--- config.mk ---
export PLATFORM = sky130hd
export DESIGN_NAME = rx_fifo_ctrl
export DESIGN_NICKNAME = d
export VERILOG_FILES = /design/src/rtl/rx_fifo_ctrl.sv
export SDC_FILE = /design/constraint.sdc
export NUM_CORES = 1
export LEC_CHECK = 0
export CORE_MARGIN = 2
export CORE_UTILIZATION = 55
export DETAILED_ROUTE_END_ITERATION = 12
export HOLD_SLACK_MARGIN = 0.08
export MAX_ROUTING_LAYER = met4
export PLACE_DENSITY = 0.76
export SYNTH_ARGS = -nofsm -noshare
export SYNTH_HDL_FRONTEND = slang
export SYNTH_SLANG_ARGS = --single-unit
--- constraint.sdc ---
create_clock -name i_clk -period 2.9 [get_ports i_clk]
set_input_delay 0.58 -clock i_clk [delete_from_list [all_inputs] [get_ports i_clk]]
set_output_delay 0.58 -clock i_clk [all_outputs]
set_load 0.1 [all_outputs]
--- src/rtl/rx_fifo_ctrl.sv ---
// Receive-side frame FIFO between the UART receive engine and the CPU port bus.
// Optional interrupt output is built when RX_FIFO_IRQ_EN is defined.
module rx_fifo_ctrl #(
  parameter int DEPTH = 8,
  parameter int AW    = 3
) (
  input  logic       i_clk,
  input  logic       i_rst_n,
  input  logic       i_rx_rdy,
  input  logic [7:0] i_rx_data,
  input  logic       i_rx_perr,
  input  logic       i_rx_ferr,
  input  logic       i_rx_ovf,
  output logic       o_reads0,
  input  logic       i_cpu_rd,
  input  logic       i_cpu_rd_stat,
  output logic [7:0] o_dout,
  output logic [7:0] o_status,
  output logic       o_irq,
  input  logic       i_irq_ack
);

  localparam logic [AW:0]   C_DEPTH   = (AW+1)'(DEPTH);
  localparam logic [AW:0]   C_CNT_ONE = (AW+1)'(1);
  localparam logic [AW-1:0] C_PTR_ONE = AW'(1);

  typedef enum logic [1:0] {
    S_IDLE = 2'd0,
    S_CAPT = 2'd1,
    S_CLR  = 2'd2,
    S_WAIT = 2'd3
  } state_t;

  state_t          r_state;
  state_t          w_state_next;

  logic [9:0]      r_mem [DEPTH];
  logic [AW-1:0]   r_wptr;
  logic [AW-1:0]   r_rptr;
  logic [AW:0]     r_count;
  logic [AW:0]     w_count_next;
  logic [7:0]      r_dout;
  logic            r_last_perr;
  logic            r_last_ferr;
  logic            r_fifo_ovf;
  logic            r_eng_ovf;

  logic            w_full;
  logic            w_nempty;
  logic            w_push;
  logic            w_pop;
  logic            w_fovf_set;
  logic            w_eovf_set;
  logic [9:0]      w_head;

  // Capture sequencer: one write attempt per RxRdy assertion.
  always_ff @(posedge i_clk or negedge i_rst_n) begin
    if (!i_rst_n) begin
      r_state <= S_IDLE;
    end else begin
      r_state <= w_state_next;
    end
  end

  always_comb begin
    w_state_next = r_state;
    o_reads0     = 1'b0;
    unique case (r_state)
      S_IDLE: begin
        if (i_rx_rdy) begin
          w_state_next = S_CAPT;
        end
      end
      S_CAPT: begin
        w_state_next = S_CLR;
      end
      S_CLR: begin
        o_reads0     = 1'b1;
        w_state_next = S_WAIT;
      end
      S_WAIT: begin
        if (!i_rx_rdy) begin
          w_state_next = S_IDLE;
        end
      end
      default: begin
        w_state_next = S_IDLE;
      end
    endcase
  end

  assign w_full     = (r_count == C_DEPTH);
  assign w_nempty   = (r_count != '0);
  assign w_push     = (r_state == S_CAPT) && !w_full;
  assign w_pop      = i_cpu_rd && w_nempty;
  assign w_fovf_set = (r_state == S_CAPT) && w_full;
  assign w_eovf_set = (r_state == S_CAPT) && i_rx_ovf;
  assign w_head     = r_mem[r_rptr];

  // Storage array carries no reset so it maps onto distributed/block RAM.
  always_ff @(posedge i_clk) begin
    if (w_push) begin
      r_mem[r_wptr] <= {i_rx_perr, i_rx_ferr, i_rx_data};
    end
  end

  always_comb begin
    w_count_next = r_count;
    unique case ({w_push, w_pop})
      2'b10:   w_count_next = r_count + C_CNT_ONE;
      2'b01:   w_count_next = r_count - C_CNT_ONE;
      default: w_count_next = r_count;
    endcase
  end

  always_ff @(posedge i_clk or negedge i_rst_n) begin
    if (!i_rst_n) begin
      r_wptr  <= '0;
      r_rptr  <= '0;
      r_count <= '0;
    end else begin
      if (w_push) begin
        r_wptr <= r_wptr + C_PTR_ONE;
      end
      if (w_pop) begin
        r_rptr <= r_rptr + C_PTR_ONE;
      end
      r_count <= w_count_next;
    end
  end

  // Popped data and its flags; a pop on an empty FIFO leaves all of them alone.
  always_ff @(posedge i_clk or negedge i_rst_n) begin
    if (!i_rst_n) begin
      r_dout      <= 8'h00;
      r_last_perr <= 1'b0;
      r_last_ferr <= 1'b0;
    end else if (w_pop) begin
      r_dout      <= w_head[7:0];
      r_last_perr <= w_head[9];
      r_last_ferr <= w_head[8];
    end
  end

  // Sticky overflow bits: a set in the status-read cycle beats the clear.
  always_ff @(posedge i_clk or negedge i_rst_n) begin
    if (!i_rst_n) begin
      r_fifo_ovf <= 1'b0;
      r_eng_ovf  <= 1'b0;
    end else begin
      r_fifo_ovf <= w_fovf_set | (r_fifo_ovf & ~i_cpu_rd_stat);
      r_eng_ovf  <= w_eovf_set | (r_eng_ovf & ~i_cpu_rd_stat);
    end
  end

  assign o_dout   = r_dout;
  assign o_status = {2'b00, r_fifo_ovf, r_eng_ovf, r_last_ferr, r_last_perr, w_full, w_nempty};

`ifdef RX_FIFO_IRQ_EN
  logic r_irq;
  logic w_irq_set;

  // Pops are impossible when empty, so a push from count 0 is exactly the 0->1 step.
  assign w_irq_set = (!w_nempty && w_push)
                   | (w_fovf_set && !r_fifo_ovf)
                   | (w_eovf_set && !r_eng_ovf);

  always_ff @(posedge i_clk or negedge i_rst_n) begin
    if (!i_rst_n) begin
      r_irq <= 1'b0;
    end else if (i_irq_ack) begin
      r_irq <= 1'b0;
    end else if (w_irq_set) begin
      r_irq <= 1'b1;
    end
  end

  assign o_irq = r_irq;
`else
  logic w_unused_irq_ack;

  assign w_unused_irq_ack = i_irq_ack;
  assign o_irq            = 1'b0;
`endif

endmodule

==> flow_summary_export.csv <==
group,metric,value,unit
outcome,status,"finished, final reports clean",
floorplan,fp.dieW,92.9,um
detailed_routing,drt_pass1_iterations,4,
clock_network,cts-resized-gates,0,
final_layout,final_common_cell,"edfxtp_1",
global_routing,grt_pass1_wl,11900,um
sta,fin_skew,10.3,ps
clock_network,clock_path_buffers,2,
logic_synthesis,yosys_most_used_dff,"edfxtp_1",
floorplan,initial_utilization,0.565,
logic_synthesis,synth_cell_types,35,
sta,drv_slew,0,
setup_path,cp_max_fo,8,
clock_network,cts_hold_buf,0,
logic_synthesis,seq_area_frac_synth,0.691,
final_layout,nFillCells,576,
logic_synthesis,netlist_area,4340,sq um
global_routing,grt_pass1_vias,2298,
floorplan,fp.dieArea,8630,sq um
detailed_routing,drcViolationCount,0,
placed_design,io_buffers,30,
clock_network,cts_buffers,9,
sta,rsz0062_at_grt,"false",
final_layout,nets,352,
sta,max_freq,395,MHz
sta,post-route-period-util,0.873,
global_routing,track_usage,0.196,
global_routing,grt_max_degree,25,
clock_network,cts_tree,"done",
sta,worstMarginPinSlew,957,ps
floorplan,coreArea,7690,sq um
clock_network,root_buffer,"clkbuf_8",
logic_synthesis,synthTopCellsByArea,"edfxtp_1 (55%), dfrtp_1 (14%), mux2_2 (5.2%), mux2i_1 (5.1%), ha_1 (2.9%)",
placed_design,finalWeightedCongestion,0.790,
placed_design,hpwl,5030,um
detailed_routing,finalWirelength,7440,um
hold_path,hold_class,"register to register",
floorplan,num_io_pins,35,
logic_synthesis,synth_seq_cells,104,
detailed_routing,ant_nets,0,
detailed_routing,vias,2313,
logic_synthesis,synth_edf_count,80,
logic_synthesis,synth_top_cell_area_share,0.553,
global_routing,antenna_found_initial,0,
clock_network,cts_sinks,104,
sta,fin_crit,2530,ps
detailed_routing,initialDrtViolationCount,149,
clock_network,clk_pin_slew,100,ps
pwr,p_total,0.00530,W
final_layout,drive_gt1_frac,0.225,
final_layout,multi_input_area,1170,sq um
floorplan,dieHeight,92.9,um
final_layout,area_growth,13.0,%
detailed_routing,viasPerCell,5.37,
floorplan,placement_rows,32,
detailed_routing,wl_per_cell,17.3,um
global_routing,grt-ovfl-total,0,
final_layout,layout_common_cells,"edfxtp_1 (80), buf_4 (32), nand2_1 (25), dfrtp_1 (23), mux2i_1 (22)",
final_layout,ff_latch_area,3000,sq um
setup_path,cp_data_arrival_time,2790,ps
logic_synthesis,synth_area_per_cell,15.4,sq um
flow_run,cap_violations,0,
pwr,p_per_area,1080,nW/um^2
sta,hold_viol_final,0,
final_layout,diodes,0,
clock_network,insertion_delay,370,ps
clock_network,post_cts_buffers,0,
clock_network,htree_levels,3,
setup_path,start_kind,"register",
sta,finalSetupTns,0,ps
setup_path,worstPathRequired,3160,ps
pwr,ir_drop,370,uV
logic_synthesis,yosys.area.top_type,"edfxtp_1",
logic_synthesis,async_flop_share,0.231,
sta,slew_headroom,0.361,
sta,final-setup-viol-count,0,
logic_synthesis,postSynthCellCount,283,
setup_path,worstSetupPathType,"register to register",
logic_synthesis,yosys_warnings,0,
setup_path,crit_path_end_kind,"register",
pwr,leakagePower,1.85,nW
-- state kept, by name, indices dropped and copies added (netlist names) --
register and count:
o_dout 8, r_count 4, r_eng_ovf 1, r_fifo_ovf 1, r_last_ferr 1, r_last_perr 1
r_mem 80, r_rptr 3, r_state 2, r_wptr 3
-- cells in the mapped netlist (all sizes together) (2+ instances only) --
library cell,number
edfxtp,80
nand2,26
dfrtp,24
mux2i,22
mux2,21
o21ai,18
buf,17
inv,11
a221o,10
ha,10
o22ai,10
nor2,7
nand2b,5
xnor2,4
nor3,3
clkbuf,2
nor2b,2
-- kinds of logic after synthesis --
logic type | Yosys count | share of synthesized area
mux | 43 | 0.106
xor+xnor | 5 | 0.0101
other cells | 1 | 0.000863
buf+inv | 30 | 0.0418
flops | 104 | 0.691
compound gates | 40 | 0.0613
simple gates | 49 | 0.0553
fa+ha+maj | 11 | 0.0334
-- stage by stage --
| stage | hold WS [ps] | worst slack (ps) | instance area (sq um) | util | cells |
|---|---|---|---|---|---|
| 5_1_grt | 525 | 53.1 | 4910 | 0.639 | 431 |
| 3_5_place_dp | 483 | 353 | 4730 | 0.615 | 415 |
| 2_1_floorplan | 284 | 594 | 4350 | - | 285 |
| 3_3_place_gp | 464 | 398 | 4730 | 0.615 | 415 |
| 4_1_cts | 505 | 373 | 4910 | 0.639 | 431 |
| 6_report | 498 | 369 | 4910 | 0.639 | 431 |
-- worst paths after layout --
check                      startpoint  slack [ps]          to  cells past startpoint
max                        r_state[1]         370  r_count[3]                      9
min                         o_dout[5]         500   o_dout[5]                      2
max reg2reg                r_state[1]         370  r_count[3]                      9
min reg2reg                 o_dout[5]         500   o_dout[5]                      2
max in group asynchronous     i_rst_n        2100   r_rptr[0]                      2
min in group asynchronous     i_rst_n         550  r_state[1]                      2
-- where the power goes --
| part | total, W | switching, W | internal (W) |
|---|---|---|---|
| logic | 0.00234 | 0.00154 | 0.000798 |
| clock network | 0.000823 | 0.000499 | 0.000325 |
| registers | 0.00213 | 0.000223 | 0.00191 |
| total | 0.00530 | 0.00226 | 0.00303 |
-- metal layers --
layer	vias to the layer above	wire, um	share of wire	GRT usage
li1	1122	-	-	-
met2	47	3630	0.49	0.300
met5	-	0	0	-
met4	0	93	0.013	0.0833
met3	7	268	0.036	0.0309
met1	1137	3450	0.46	0.264
-- worst max-delay path: stages (launching register included) --
cell and delay (ps):
dfrtp_1 420, inv_1 130, ha_1 190, nor2b_1 330
inv_2 90, ha_1 300, ha_1 290, a21oi_1 210
o21ai_0 140, o311ai_0 320
-- cell type report --
type	instances	area share
clock inverters	6	0.0104
repair buffers	47	0.0795
clock buffers	10	0.0260
flip-flops and latches	104	0.612
inverters	11	0.00841
multi-input cells	151	0.238
well taps	102	0.0260
Power figures use the tool's default switching activity.
